$ cat src/rtl/seg_display_pkg.sv
// Shared constants and state type for the seven-segment display arbiter.
package seg_display_pkg;

  localparam int unsigned DIGIT_W    = 5;
  localparam int unsigned NUM_DIGITS = 4;
  localparam int unsigned NUM_REQ    = 3;
  localparam int unsigned DATA_W     = DIGIT_W * NUM_DIGITS;

  localparam logic [DIGIT_W-1:0] CODE_BLANK = 5'd31;
  localparam logic [DIGIT_W-1:0] CODE_DASH  = 5'd10;
  localparam logic [DIGIT_W-1:0] CODE_E     = 5'd11;
  localparam logic [DIGIT_W-1:0] CODE_R     = 5'd12;

  // Every digit blank: what the display shows out of reset and in blink-off phases.
  localparam logic [DATA_W-1:0] BLANK_DATA = {NUM_DIGITS{CODE_BLANK}};

  typedef enum logic {
    IDLE,
    HOLD
  } state_t;

endpackage

$ cat src/rtl/seg_hold_timer.sv
// Clear/enable up-counter that stops at LIMIT-1 and flags expiry there.
module seg_hold_timer #(
  parameter int unsigned LIMIT = 2
) (
  input  logic clk,
  input  logic reset_n,
  input  logic clr,
  input  logic en,
  output logic expire
);

  localparam int unsigned CNT_W = (LIMIT > 1) ? $clog2(LIMIT) : 1;

  logic [CNT_W-1:0] count;

  assign expire = (count == CNT_W'(LIMIT - 1));

  // Count while enabled; hold at the terminal value so the counter never wraps.
  always_ff @(posedge clk) begin
    if (!reset_n) begin
      count <= '0;
    end else if (clr) begin
      count <= '0;
    end else if (en && !expire) begin
      count <= count + CNT_W'(1);
    end
  end

endmodule

$ cat src/rtl/seg_display_arbiter.sv
// Arbitrates the 4-digit display between a background source and three
// priority-ordered message requesters, holding each granted message for
// HOLD_CYCLES clocks. Optional blinking: define SEG_DISPLAY_ARBITER_BLINK_EN.
module seg_display_arbiter
  import seg_display_pkg::*;
#(
  parameter int unsigned HOLD_CYCLES = 100_000_000,
  parameter int unsigned BLINK_HALF  = 25_000_000
) (
  input  logic                           clk,
  input  logic                           reset_n,
  input  logic [DATA_W-1:0]              base_data,
  input  logic [NUM_DIGITS-1:0]          base_dp,
  input  logic [NUM_REQ-1:0]             req,
  input  logic [NUM_REQ*DATA_W-1:0]      req_data,
  input  logic [NUM_REQ*NUM_DIGITS-1:0]  req_dp,
  input  logic [NUM_REQ-1:0]             req_blink,
  output logic [NUM_REQ-1:0]             grant,
  output logic [NUM_REQ-1:0]             done,
  output logic                           busy,
  output logic [DATA_W-1:0]              seg_data,
  output logic [NUM_DIGITS-1:0]          dp_data
);

  localparam logic [NUM_REQ-1:0] ONE_REQ = 1;

  state_t                state, state_n;
  logic [NUM_REQ-1:0]    grant_n, done_n, win, higher;
  logic [DATA_W-1:0]     seg_n, win_data;
  logic [NUM_DIGITS-1:0] dp_n, win_dp;
  logic                  take, hold_clr, hold_expire, in_hold;

  assign in_hold = (state == HOLD);
  assign busy    = in_hold;
  // Lowest set request bit, and requests that outrank the current owner.
  assign win     = req & (~req + ONE_REQ);
  assign higher  = req & (grant - ONE_REQ);

  // Select the winning requester's codes and decimal points.
  always_comb begin
    win_data = '0;
    win_dp   = '0;
    for (int unsigned i = 0; i < NUM_REQ; i++) begin
      if (win[i]) begin
        win_data = req_data[i*DATA_W +: DATA_W];
        win_dp   = req_dp[i*NUM_DIGITS +: NUM_DIGITS];
      end
    end
  end

  seg_hold_timer #(.LIMIT(HOLD_CYCLES)) u_hold_timer (
    .clk     (clk),
    .reset_n (reset_n),
    .clr     (hold_clr),
    .en      (in_hold),
    .expire  (hold_expire)
  );

`ifdef SEG_DISPLAY_ARBITER_BLINK_EN
  logic                  blink_q, phase_q, phase_n, blink_expire;
  logic [DATA_W-1:0]     snap_data;
  logic [NUM_DIGITS-1:0] snap_dp;

  seg_hold_timer #(.LIMIT(BLINK_HALF)) u_blink_timer (
    .clk     (clk),
    .reset_n (reset_n),
    .clr     (hold_clr | blink_expire),
    .en      (in_hold & blink_q),
    .expire  (blink_expire)
  );

  // Latch the snapshot and blink request at grant; advance the blink phase.
  always_ff @(posedge clk) begin
    if (!reset_n) begin
      blink_q   <= 1'b0;
      phase_q   <= 1'b1;
      snap_data <= '0;
      snap_dp   <= '0;
    end else begin
      phase_q <= phase_n;
      if (take) begin
        blink_q   <= |(req_blink & win);
        snap_data <= win_data;
        snap_dp   <= win_dp;
      end
    end
  end
`else
  logic unused_blink;
  assign unused_blink = ^{req_blink, BLINK_HALF[0]};
`endif

  // Next state and next output values; expiry beats cancel beats preemption.
  always_comb begin
    state_n  = state;
    grant_n  = grant;
    done_n   = '0;
    seg_n    = seg_data;
    dp_n     = dp_data;
    take     = 1'b0;
    hold_clr = 1'b1;
`ifdef SEG_DISPLAY_ARBITER_BLINK_EN
    phase_n  = phase_q;
`endif
    unique case (state)
      IDLE: begin
        if (|req) begin
          take = 1'b1;
        end else begin
          seg_n = base_data;
          dp_n  = base_dp;
        end
      end
      HOLD: begin
        if (hold_expire) begin
          state_n = IDLE;
          done_n  = grant;
          grant_n = '0;
          seg_n   = base_data;
          dp_n    = base_dp;
        end else if (!(|(req & grant))) begin
          state_n = IDLE;
          grant_n = '0;
          seg_n   = base_data;
          dp_n    = base_dp;
        end else if (|higher) begin
          // The lowest set request is necessarily one of the higher ones.
          take = 1'b1;
        end else begin
          hold_clr = 1'b0;
`ifdef SEG_DISPLAY_ARBITER_BLINK_EN
          if (blink_q && blink_expire) begin
            phase_n = ~phase_q;
            seg_n   = phase_q ? BLANK_DATA : snap_data;
            dp_n    = phase_q ? '0 : snap_dp;
          end
`endif
        end
      end
      default: state_n = IDLE;
    endcase
    if (take) begin
      state_n = HOLD;
      grant_n = win;
      seg_n   = win_data;
      dp_n    = win_dp;
`ifdef SEG_DISPLAY_ARBITER_BLINK_EN
      phase_n = 1'b1;
`endif
    end
  end

  // Registered state and display outputs.
  always_ff @(posedge clk) begin
    if (!reset_n) begin
      state    <= IDLE;
      grant    <= '0;
      done     <= '0;
      seg_data <= BLANK_DATA;
      dp_data  <= '0;
    end else begin
      state    <= state_n;
      grant    <= grant_n;
      done     <= done_n;
      seg_data <= seg_n;
      dp_data  <= dp_n;
    end
  end

endmodule

$ cat config.mk
export PLATFORM = sky130hd
export DESIGN_NAME = seg_display_arbiter
export DESIGN_NICKNAME = d
export VERILOG_FILES = /design/src/rtl/seg_display_pkg.sv /design/src/rtl/seg_hold_timer.sv /design/src/rtl/seg_display_arbiter.sv
export SDC_FILE = /design/constraint.sdc
export NUM_CORES = 1
export LEC_CHECK = 0
export ABC_CLOCK_PERIOD_IN_PS = 3300
export CORE_MARGIN = 4
export CORE_UTILIZATION = 46
export DETAILED_ROUTE_END_ITERATION = 10
export PLACE_DENSITY = 0.87
export SLEW_MARGIN = 15
export SYNTH_ARGS = -nofsm -noshare
export SYNTH_HDL_FRONTEND = slang
export SYNTH_SLANG_ARGS = --single-unit
$ cat constraint.sdc
create_clock -name clk -period 3.3 [get_ports clk]
set_input_delay 0.33 -clock clk [delete_from_list [all_inputs] [get_ports clk]]
set_output_delay 0.33 -clock clk [all_outputs]
set_load 0.01 [all_outputs]
==> impl_summary.md <==
Clocking
The number of clock buffers added by TritonCTS is 9. The post-cts resize count is 0. For the worst-skew pair, the clock arrives at the later sink with an insertion delay of 0.33 ns. TritonCTS built the clock tree. The clock-pin slew on the worst setup and hold paths is 0.06 ns. The number of buffers on the longest clock path is 2.

The root buffer cell is clkbuf_8. The level count of the clock H-tree is 3. The setup fix buffers added after clock tree synthesis is 0.

The number of sinks driven by the clock tree is 58. The cts-stage hold buffer count is 0.

Final layout
Compared with the post-synthesis result, the final layout area differs by 50.84%. Of the cells placed in the final design, the portion with a size suffix greater than 1 is 5.645%. The total of fill cells in the finished design is 484. Leaving out fill and tap cells, the most frequent cell in the layout is clkdlybuf4s50_1. The final instance area is 4629 µm². The number of nets in the layout is 597. In the layout the commonest cells are clkdlybuf4s50_1 (131), dfxtp_1 (58), nor2_1 (53), nand2_1 (30), a22oi_1 (25).

The repair_antennas step left the layout with diodes totalling 0.

Critical path
The startpoint-to-endpoint class of the critical path is reg2reg. STA puts the critical path data arrival time at 2.57 ns. The required time at the endpoint of the critical path is 3.48 ns. The worst setup path is captured at a flip-flop. STA classifies the critical path startpoint as a flip-flop. Of all nets on the critical path, the largest fanout is 44.

Synth
The gate count after technology mapping is 366. The synthesized design contains 58 register bits. The cell area after synthesis is 3069 µm². The total of warnings raised by yosys is 0. The synthesized area per cell is 8.386 µm². When the netlist entered floorplanning its net count stood at 472. After synthesis, flip-flops and latches occupy 37.83% of the total area.

The number of different library cells in the post-synthesis netlist is 40.

Run status
The run finished with clean final reports.

Timing
The number of hold violations in the final report was 0. The worst path in the final design needs a cycle of 2.384 ns, including I/O delays and setup. The post-route clock period utilization is 72.25%. Setup repair after global routing left no endpoint under its margin. For this run, the top clock speed supported by timing is 0.4194 GHz. The final setup violation count is 0. Measured against its own limit, the worst slew margin works out to 51.87%. The tightest hold path in the finished design has a slack of 0.4746 ns.

The total negative slack for setup checks is 0 ns. The number of pins with negative max-slew slack in the final report is 0. The pin slew with the least headroom to its limit is 0.7219 ns. For the final database, setup skew stands at 0.007709 ns.

Drt
In the routed design, unresolved DRC markers number 0. The average via count per standard cell is 5.560. The via total after detailed routing is 3,186. In this run, the number of DRC markers left after iteration 0 of detailed routing was 160.

In the final routed layout, each cell accounts on average for 16.74 µm. The count of nets left with antenna violations once routing finished came out at 0. The final wirelength is 9.592 mm.

Before antenna repair, the detailed router went through 4 iterations.

Worst hold path
The tightest min-delay check is of the reg2reg type.

Power
Per report_power, the sequential group accounts for 41.3% of the total. The leakage power is 1.758 nW. Power comes to 1.828 mW.

The net switching share of the total power is 23.77%. The proportion of power drawn by combinational gates is 20.7%. The total internal power is 1.393 mW.

In this run the power spent charging and discharging nets is 434.5 µW. The total power per unit cell area is 394.8 nW/µm². The worst-case IR drop observed on VDD is 0.0003104 V. The clock network power share is 38.1%.

Global routing
The via count of the first global-routing pass was 3,008. In the global route stage, overall resource usage came out at 23.09%. The remaining global-route overflow is 0. The layer with the highest usage after global routing is met2.

Global routing consumed, on the met3 layer, 5.201% of the routing resources. The initial antenna violation count is 0. Entering global routing, the biggest net connects 51 pins. Global routing used 26.34% of the available met1 tracks. The first global-routing pass estimated 14.37 mm of wire.

Global routing consumed, on the met2 layer, 40.69% of the routing resources.

Placement
The placed instances occupy a cell area of 4413 µm². The total half-perimeter wirelength after legalization and detailed placement is 7.245 mm. The number of port buffers is 131. Routability-driven placement finished with a final weighted congestion of 0.8573.

Floorplanning
The number of top-level pins is 135. The die span in y is 89.69 µm. The floorplan has 29 rows. The overall die area is 8043 µm².

The core outline area is 6422 µm². The width of the die is 89.69 µm. The starting utilization of the core area is 47.79%.

Run
The tool flagged a number of max-cap violations equal to 0.
## final timing paths
path                                     end  startpoint  slack [ns]  cells past startpoint
worst min register to register    dp_data[0]  dp_data[0]        0.47                      2
worst max register to register  seg_data[14]    grant[0]        0.92                      8
worst min-delay path              dp_data[0]  dp_data[0]        0.47                      2
worst max-delay path            seg_data[14]    grant[0]        0.92                      8
## worst max-delay path, stage by stage, from the launching register on
cell and delay (ns):
dfxtp_1 0.45, inv_1 0.09, ha_1 0.21, xor2_1 0.18
a2111oi_2 0.47, nand3_1 0.36, buf_12 0.30, nor2_1 0.12
a21oi_1 0.05
## routing by layer
| metal | vias up | wire (µm) | share of wire [%] |
|---|---|---|---|
| met2 | 119 | 4703 | 49 |
| met5 | - | 0 | 0 |
| met4 | 0 | 295 | 3.1 |
| li1 | 1558 | - | - |
| met3 | 25 | 784 | 8.2 |
| met1 | 1484 | 3810 | 40 |
## kinds of logic (layout without fill, tap and decap cells)
group	after synthesis	count (layout)	share of synthesized area [%]
compound gates	84	84	17.57
xor+xnor	26	26	7.419
fa+ha+maj	2	2	0.8152
buf+inv	34	164	6.196
flops	58	58	37.83
mux	24	24	7.827
simple gates	138	138	22.34
## power groups by stage
| stage | Sequential [mW] | Combinational [mW] | Clock, mW |
|---|---|---|---|
| 2_1_floorplan | 0.781 | 0.151 | 0 |
| 3_3_place_gp | 0.768 | 0.371 | 0 |
| 3_5_place_dp | 0.770 | 0.378 | 0 |
| 4_1_cts | 0.754 | 0.380 | 0.705 |
| 5_1_grt | 0.758 | 0.406 | 0.735 |
| 6_report | 0.754 | 0.378 | 0.696 |
## through the flow
stage / cells / utilization, % / setup WS, ns
floorplan: 366 / - / 1.291
global placement: 557 / 68.71 / 0.7529
detailed placement: 557 / 68.71 / 0.6989
CTS: 573 / 72.08 / 0.9243
global route: 573 / 72.08 / 0.6661
finish: 573 / 72.08 / 0.9159
## Yosys cell counts
master | number | area (µm²)
a2111oi_2 | 1 | 15.01
a211oi_1 | 1 | 7.510
a21oi_1 | 20 | 100.1
a21oi_2 | 1 | 8.760
a222oi_1 | 1 | 10.01
a22oi_1 | 25 | 187.7
a32oi_1 | 2 | 17.52
and2_1 | 4 | 25.02
and3_1 | 6 | 37.54
and4_1 | 8 | 70.07
and4b_1 | 1 | 10.01
and4bb_1 | 1 | 12.51
buf_1 | 1 | 3.750
buf_12 | 2 | 40.04
buf_2 | 9 | 45.04
buf_4 | 1 | 7.510
buf_6 | 2 | 22.52
clkbuf_1 | 9 | 33.78
dfxtp_1 | 58 | 1161
ha_1 | 2 | 25.02
inv_1 | 10 | 37.54
mux2i_1 | 24 | 240.2
nand2_1 | 30 | 112.6
nand3_1 | 12 | 60.06
nand4_1 | 12 | 75.07
nor2_1 | 53 | 198.9
nor2b_1 | 5 | 31.28
nor2b_4 | 1 | 13.76
nor3_1 | 2 | 10.01
nor3_2 | 1 | 10.01
nor4_2 | 1 | 12.51
o211ai_1 | 1 | 7.510
o21ai_0 | 24 | 120.1
o21ai_2 | 1 | 8.760
o22ai_1 | 5 | 31.28
o32ai_2 | 1 | 16.27
o41ai_1 | 1 | 8.760
or3_1 | 1 | 6.260
xnor2_1 | 4 | 35.03
xor2_1 | 22 | 192.7
## area by class of cell
| type | instances | area, µm² | share of cell area, % |
|---|---|---|---|
| clock inverters | 1 | 30.03 | 0.6486 |
| inverters | 10 | 37.54 | 0.8108 |
| flip-flops and latches | 58 | 1161 | 25.08 |
| well taps | 77 | 96.34 | 2.081 |
| repair buffers | 138 | 1389 | 30.00 |
| clock buffers | 15 | 186.4 | 4.027 |
| multi-input cells | 274 | 1729 | 37.35 |
## sequential cells by signal, indices dropped and copies added, names as in the netlist
signal              count
u_hold_timer.count     27
done                    3
grant                   3
seg_data               20
busy                    1
dp_data                 4
No activity file was read; power rests on OpenSTA's default activity.
